$ cat src/rtl/rgb_pwm_driver.sv
// rgb_pwm_driver: three-channel 8-bit PWM LED driver.
// Colour changes (jump or linear fade) are applied only at period boundaries,
// so every PWM period is generated with one consistent set of duties.
// No FSM and no handshake: light is a level input, sampled only at a wrap.
module rgb_pwm_driver #(
  parameter int PRESCALE = 1,
  parameter int FADE     = 0,
  parameter int STEP     = 1
) (
  input  logic        clk,
  input  logic        rst,
  input  logic        enable,
  input  logic [23:0] light,
  output logic        pwm_r,
  output logic        pwm_g,
  output logic        pwm_b,
  output logic        frame,
  output logic        busy
);

  localparam int PW = (PRESCALE > 1) ? $clog2(PRESCALE) : 1;

  logic [PW-1:0] pre;
  logic [7:0]    cnt;
  logic [7:0]    duty_r, duty_g, duty_b;
  logic          tick;
  logic          wrap;

  assign tick = enable && (pre == PW'(PRESCALE - 1));
  assign wrap = tick && (cnt == 8'hFF);

  // One fade step toward tgt; 9-bit math keeps the step from wrapping or overshooting.
  function automatic logic [7:0] fade_step(input logic [7:0] cur, input logic [7:0] tgt);
    logic [8:0] c9, t9, s9;
    c9 = {1'b0, cur};
    t9 = {1'b0, tgt};
    s9 = 9'(STEP);
    if (t9 >= c9) begin
      if ((t9 - c9) <= s9) return tgt;
      else                 return 8'(c9 + s9);
    end else begin
      if ((c9 - t9) <= s9) return tgt;
      else                 return 8'(c9 - s9);
    end
  endfunction

  // Next applied duty for a channel: direct load or one fade step.
  function automatic logic [7:0] next_duty(input logic [7:0] cur, input logic [7:0] tgt);
    if (FADE != 0) return fade_step(cur, tgt);
    else           return tgt;
  endfunction

  // Prescaler: divides the clock down to PWM counter ticks; held at 0 while disabled.
  always_ff @(posedge clk) begin
    if (rst || !enable) pre <= '0;
    else if (tick)      pre <= '0;
    else                pre <= pre + PW'(1);
  end

  // PWM counter: free-running 8-bit ramp, natural 255->0 wrap marks the boundary.
  always_ff @(posedge clk) begin
    if (rst || !enable) cnt <= 8'd0;
    else if (tick)      cnt <= cnt + 8'd1;
  end

  // Applied duties: only move at a boundary, so a period is never torn.
  always_ff @(posedge clk) begin
    if (rst) begin
      duty_r <= 8'd0;
      duty_g <= 8'd0;
      duty_b <= 8'd0;
    end else if (wrap) begin
      duty_r <= next_duty(duty_r, light[23:16]);
      duty_g <= next_duty(duty_g, light[15:8]);
      duty_b <= next_duty(duty_b, light[7:0]);
    end
  end

  // Registered pin drives and boundary pulse, computed from pre-edge cnt/duty.
  always_ff @(posedge clk) begin
    if (rst) begin
      pwm_r <= 1'b0;
      pwm_g <= 1'b0;
      pwm_b <= 1'b0;
      frame <= 1'b0;
    end else begin
      pwm_r <= enable && (cnt < duty_r);
      pwm_g <= enable && (cnt < duty_g);
      pwm_b <= enable && (cnt < duty_b);
      frame <= wrap;
    end
  end

  // Busy while any applied duty still differs from its requested channel.
  assign busy = (duty_r != light[23:16]) | (duty_g != light[15:8]) | (duty_b != light[7:0]);

endmodule

$ cat config.mk
export PLATFORM = sky130hd
export DESIGN_NAME = rgb_pwm_driver
export DESIGN_NICKNAME = d
export VERILOG_FILES = /design/src/rtl/rgb_pwm_driver.sv
export SDC_FILE = /design/constraint.sdc
export NUM_CORES = 1
export LEC_CHECK = 0
export BUFFER_PORTS_ARGS = -buffer_cell sky130_fd_sc_hd__buf_2
export CAP_MARGIN = 30
export CORE_MARGIN = 4
export CORE_UTILIZATION = 50
export DETAILED_ROUTE_END_ITERATION = 6
export PLACE_DENSITY = 0.67
export REMOVE_ABC_BUFFERS = 1
export SYNTH_ARGS = -nofsm -noshare
export SYNTH_HDL_FRONTEND = slang
export SYNTH_SLANG_ARGS = --single-unit
$ cat constraint.sdc
create_clock -name clk -period 2.3 [get_ports clk]
set_input_delay 0.345 -clock clk [delete_from_list [all_inputs] [get_ports clk]]
set_output_delay 0.345 -clock clk [all_outputs]
set_load 0.1 [all_outputs]
==> insert_results.sql <==
INSERT INTO impl_metrics (metric_group, metric, value, unit) VALUES
('detailed_routing', 'totalWireLength', '4.24', 'mm'),
('detailed_routing', 'routed-via-count', '1707', ''),
('setup_path', 'worst_setup_path_start_kind', 'flop', ''),
('cells_and_area', 'layout.nets', '337', ''),
('cells_and_area', 'share_of_the_core_filled_with_cells_in_the_final_layout', '58.9', '%'),
('floorplan', 'die_area', '0.00537', 'mm^2'),
('cells_and_area', 'num_antenna_cells', '0', ''),
('yosys', 'compound_gate_portion_of_the_synthesized_area', '13.2', '%'),
('sta', 'fin_skew', '0.00522', 'ns'),
('status', 'run_status', 'finished clean', ''),
('power_and_ir_drop', 'irDropWorstVdd', '0.395', 'mV'),
('setup_path', 'setup.reg_to_reg.worst_slack', '0.61', 'ns'),
('cells_and_area', 'multiInputGateArea', '0.00125', 'mm^2'),
('setup_path', 'criticalPathCategory', 'flop to output port', ''),
('setup_path', 'crit_path_top_delay_cell', 'dfxtp_1', ''),
('clock_tree', 'numCtsBuffers', '5', ''),
('sta', 'summed_negative_setup_slack_over_all_endpoints', '0', 'ns'),
('detailed_routing', 'drt_iter0_drc', '66', ''),
('power_and_ir_drop', 'part_of_the_power_in_the_clock_network', '37.4', '%'),
('clock_tree', 'clockRootBuffer', 'clkbuf_8', ''),
('placed_design', 'placedCellCount', '331', ''),
('run', 'max_cap_violations', '0', ''),
('detailed_routing', 'drc_errors', '0', ''),
('setup_path', 'reg2reg_depth', '6', ''),
('power_and_ir_drop', 'power.combinational.fraction', '6.7', '%'),
('min_path', 'min_to', 'duty_g[4]', ''),
('min_path', 'whs_path_depth', '3', ''),
('power_and_ir_drop', 'p_leak', '0.885', 'nW'),
('sta', 'final-max-slew-violation-count', '0', ''),
('yosys', 'synth_top_family_by_area', 'simple AND/OR/NAND/NOR gates', ''),
('power_and_ir_drop', 'total_switching_power', '0.000260', 'W'),
('clock_tree', 'cts_tree', 'built', ''),
('yosys', 'synth_seq_area_share', '34.8', '%'),
('setup_path', 'cp_data_required_time', '1.96', 'ns'),
('detailed_routing', 'via_to_cell_ratio', '5.04', ''),
('setup_path', 'max_stage_delay', '0.37', 'ns'),
('placed_design', 'placed_wire_length_estimate_after_detailed_placement', '3.23', 'mm'),
('yosys', 'ys_types', '29', ''),
('cells_and_area', 'instances_no_fill', '339', ''),
('clock_tree', 'cts_resized', '0', ''),
('clock_tree', 'clk_path_buf_depth', '2', ''),
('power_and_ir_drop', 'power.share.sequential', '55.9', '%'),
('power_and_ir_drop', 'internal_power', '0.000895', 'W'),
('floorplan', 'core_region_area', '0.00406', 'mm^2'),
('clock_tree', 'insertion_delay', '0.28', 'ns'),
('min_path', 'worst_hold_path_type', 'input pin to flop', ''),
('power_and_ir_drop', 'power.density_cell_area', '484', 'mW/mm^2'),
('yosys', 'syn-instance-count', '256', ''),
('setup_path', 'worstSetupEndpointType', 'output port', ''),
('global_route', 'grt_use_total', '17.8', '%'),
('clock_tree', 'cts_hold_buf', '0', ''),
('setup_path', 'crit_chain', 'xnor2_1, nand4_1, nor4_1, nand3_1, buf_2', ''),
('yosys', 'proportion_of_synthesized_area_in_mux_cells', '0.470', '%'),
('setup_path', 'cp_max_fo', '3', ''),
('floorplan', 'floorplan.die.height', '73.3', 'um'),
('cells_and_area', 'regArea', '741', 'um^2'),
('cells_and_area', 'fillers', '375', ''),
('power_and_ir_drop', 'post-layout-total-power', '0.00116', 'W'),
('detailed_routing', 'ant_nets_after_route', '0', ''),
('setup_path', 'regToRegEndpoint', 'duty_r[7]', ''),
('yosys', 'synth_warnings', '0', ''),
('sta', 'fin_hold_ws', '0.319', 'ns'),
('sta', 'final_min_period_over_clock_period', '91.0', '%'),
('setup_path', 'cp_data_arrival_time', '1.75', 'ns'),
('global_route', 'initial_antenna_violation_count', '0', ''),
('floorplan', 'placement_rows', '23', ''),
('yosys', 'fraction_of_the_mapped_netlist_area_in_simple_logic_gates', '19.6', '%'),
('cells_and_area', 'fraction_of_final_layout_cells_with_drive_strength_greater_than_1', '17.0', '%'),
('sta', 'timing.final.crit_period', '2.09', 'ns'),
('global_route', 'grt_first_pass_wirelength', '7.47', 'mm'),
('sta', 'grt_setup_unrepaired', 'false', '');
-- routing by layer --
metal  GRT usage (%)  wire, um  vias up
li1                -         -      913
met1            24.3      2130      757
met2            28.9      1940       32
met3            3.83       145        5
met4            3.69        34        0
met5               0         0        -
-- cell families after synthesis --
kind of cell / count (synthesis)
compound gates: 44
xor+xnor: 30
fa+ha+maj: 22
buf+inv: 30
flops: 37
mux: 1
other cells: 1
simple gates: 91
-- per-stage QoR --
| step | instance area (um^2) | setup WS (ns) |
|---|---|---|
| 2_1_floorplan | 2070 | 0.360 |
| 3_3_place_gp | 2310 | 0.427 |
| 3_5_place_dp | 2310 | 0.419 |
| 4_1_cts | 2390 | 0.227 |
| 5_1_grt | 2390 | 0.0146 |
| 6_report | 2390 | 0.206 |
-- synth_stat cells (all sizes together) --
| library cell | n | area (um^2) |
|---|---|---|
| a2111o | 3 | 33.8 |
| a21oi | 34 | 208 |
| a31oi | 3 | 18.8 |
| and2b | 1 | 7.51 |
| and3 | 4 | 25.0 |
| and4 | 1 | 8.76 |
| and4b | 1 | 10.0 |
| buf | 7 | 53.8 |
| clkbuf | 2 | 7.51 |
| conb | 1 | 3.75 |
| dfxtp | 37 | 741 |
| ha | 22 | 275 |
| inv | 21 | 78.8 |
| mux2i | 1 | 10.0 |
| nand2 | 54 | 203 |
| nand2b | 4 | 25.0 |
| nand3 | 2 | 10.0 |
| nand3b | 1 | 7.51 |
| nand4 | 6 | 37.5 |
| nor2 | 8 | 30.0 |
| nor2b | 3 | 18.8 |
| nor3 | 2 | 10.0 |
| nor4 | 3 | 18.8 |
| o21ai | 4 | 20.0 |
| or3 | 1 | 6.26 |
| xnor2 | 19 | 166 |
| xor2 | 11 | 96.3 |
-- how the worst max path moves through the flow --
stage,startpoint,to,slack [ns]
global route,duty_r[5],busy,0.01
floorplan,light[12],busy,0.36
finish,duty_g[4],busy,0.21
detailed placement,light[16],busy,0.42
CTS,duty_g[4],busy,0.23
global placement,light[16],busy,0.43
-- state kept, by name, indices dropped and copies added (netlist names) --
name    count
cnt         8
frame       1
duty_b      8
duty_g      8
pwm_b       1
duty_r      8
pwm_g       1
pwm_r       1
pre         1
-- cell usage in the layout, fill, tap and decap left out, types with 6 or more instances in the layout --
cell type / n
a21oi_1: 24
nand4_1: 6
inv_1: 21
xnor2_1: 19
ha_1: 22
xor2_1: 11
buf_2: 31
nand2_1: 54
nor2_1: 8
dfxtp_1: 37
a21oi_2: 10
-- power by group through the flow --
stage	combinational, W	sequential, W	clock, W
floorplan	0.0000297	0.000662	0
global placement	0.0000772	0.000661	0
detailed placement	0.0000775	0.000661	0
CTS	0.0000778	0.000646	0.000440
global route	0.0000859	0.000646	0.000475
finish	0.0000772	0.000646	0.000432
-- layout make-up --
cell class	count	share of cell area, %
clock buffers	8	3.35
inverters	21	3.30
multi-input cells	189	52.3
flip-flops and latches	37	31.0
well taps	50	2.62
repair buffers	34	7.43
-- critical path: cells and delay by family (launching register included) --
kind,cells,cell delay (ns)
AND/OR/NAND/NOR,3,0.65
flip-flops,1,0.37
buffers and inverters,1,0.32
XOR/XNOR,1,0.14
No activity file was read; power rests on OpenSTA's default activity.
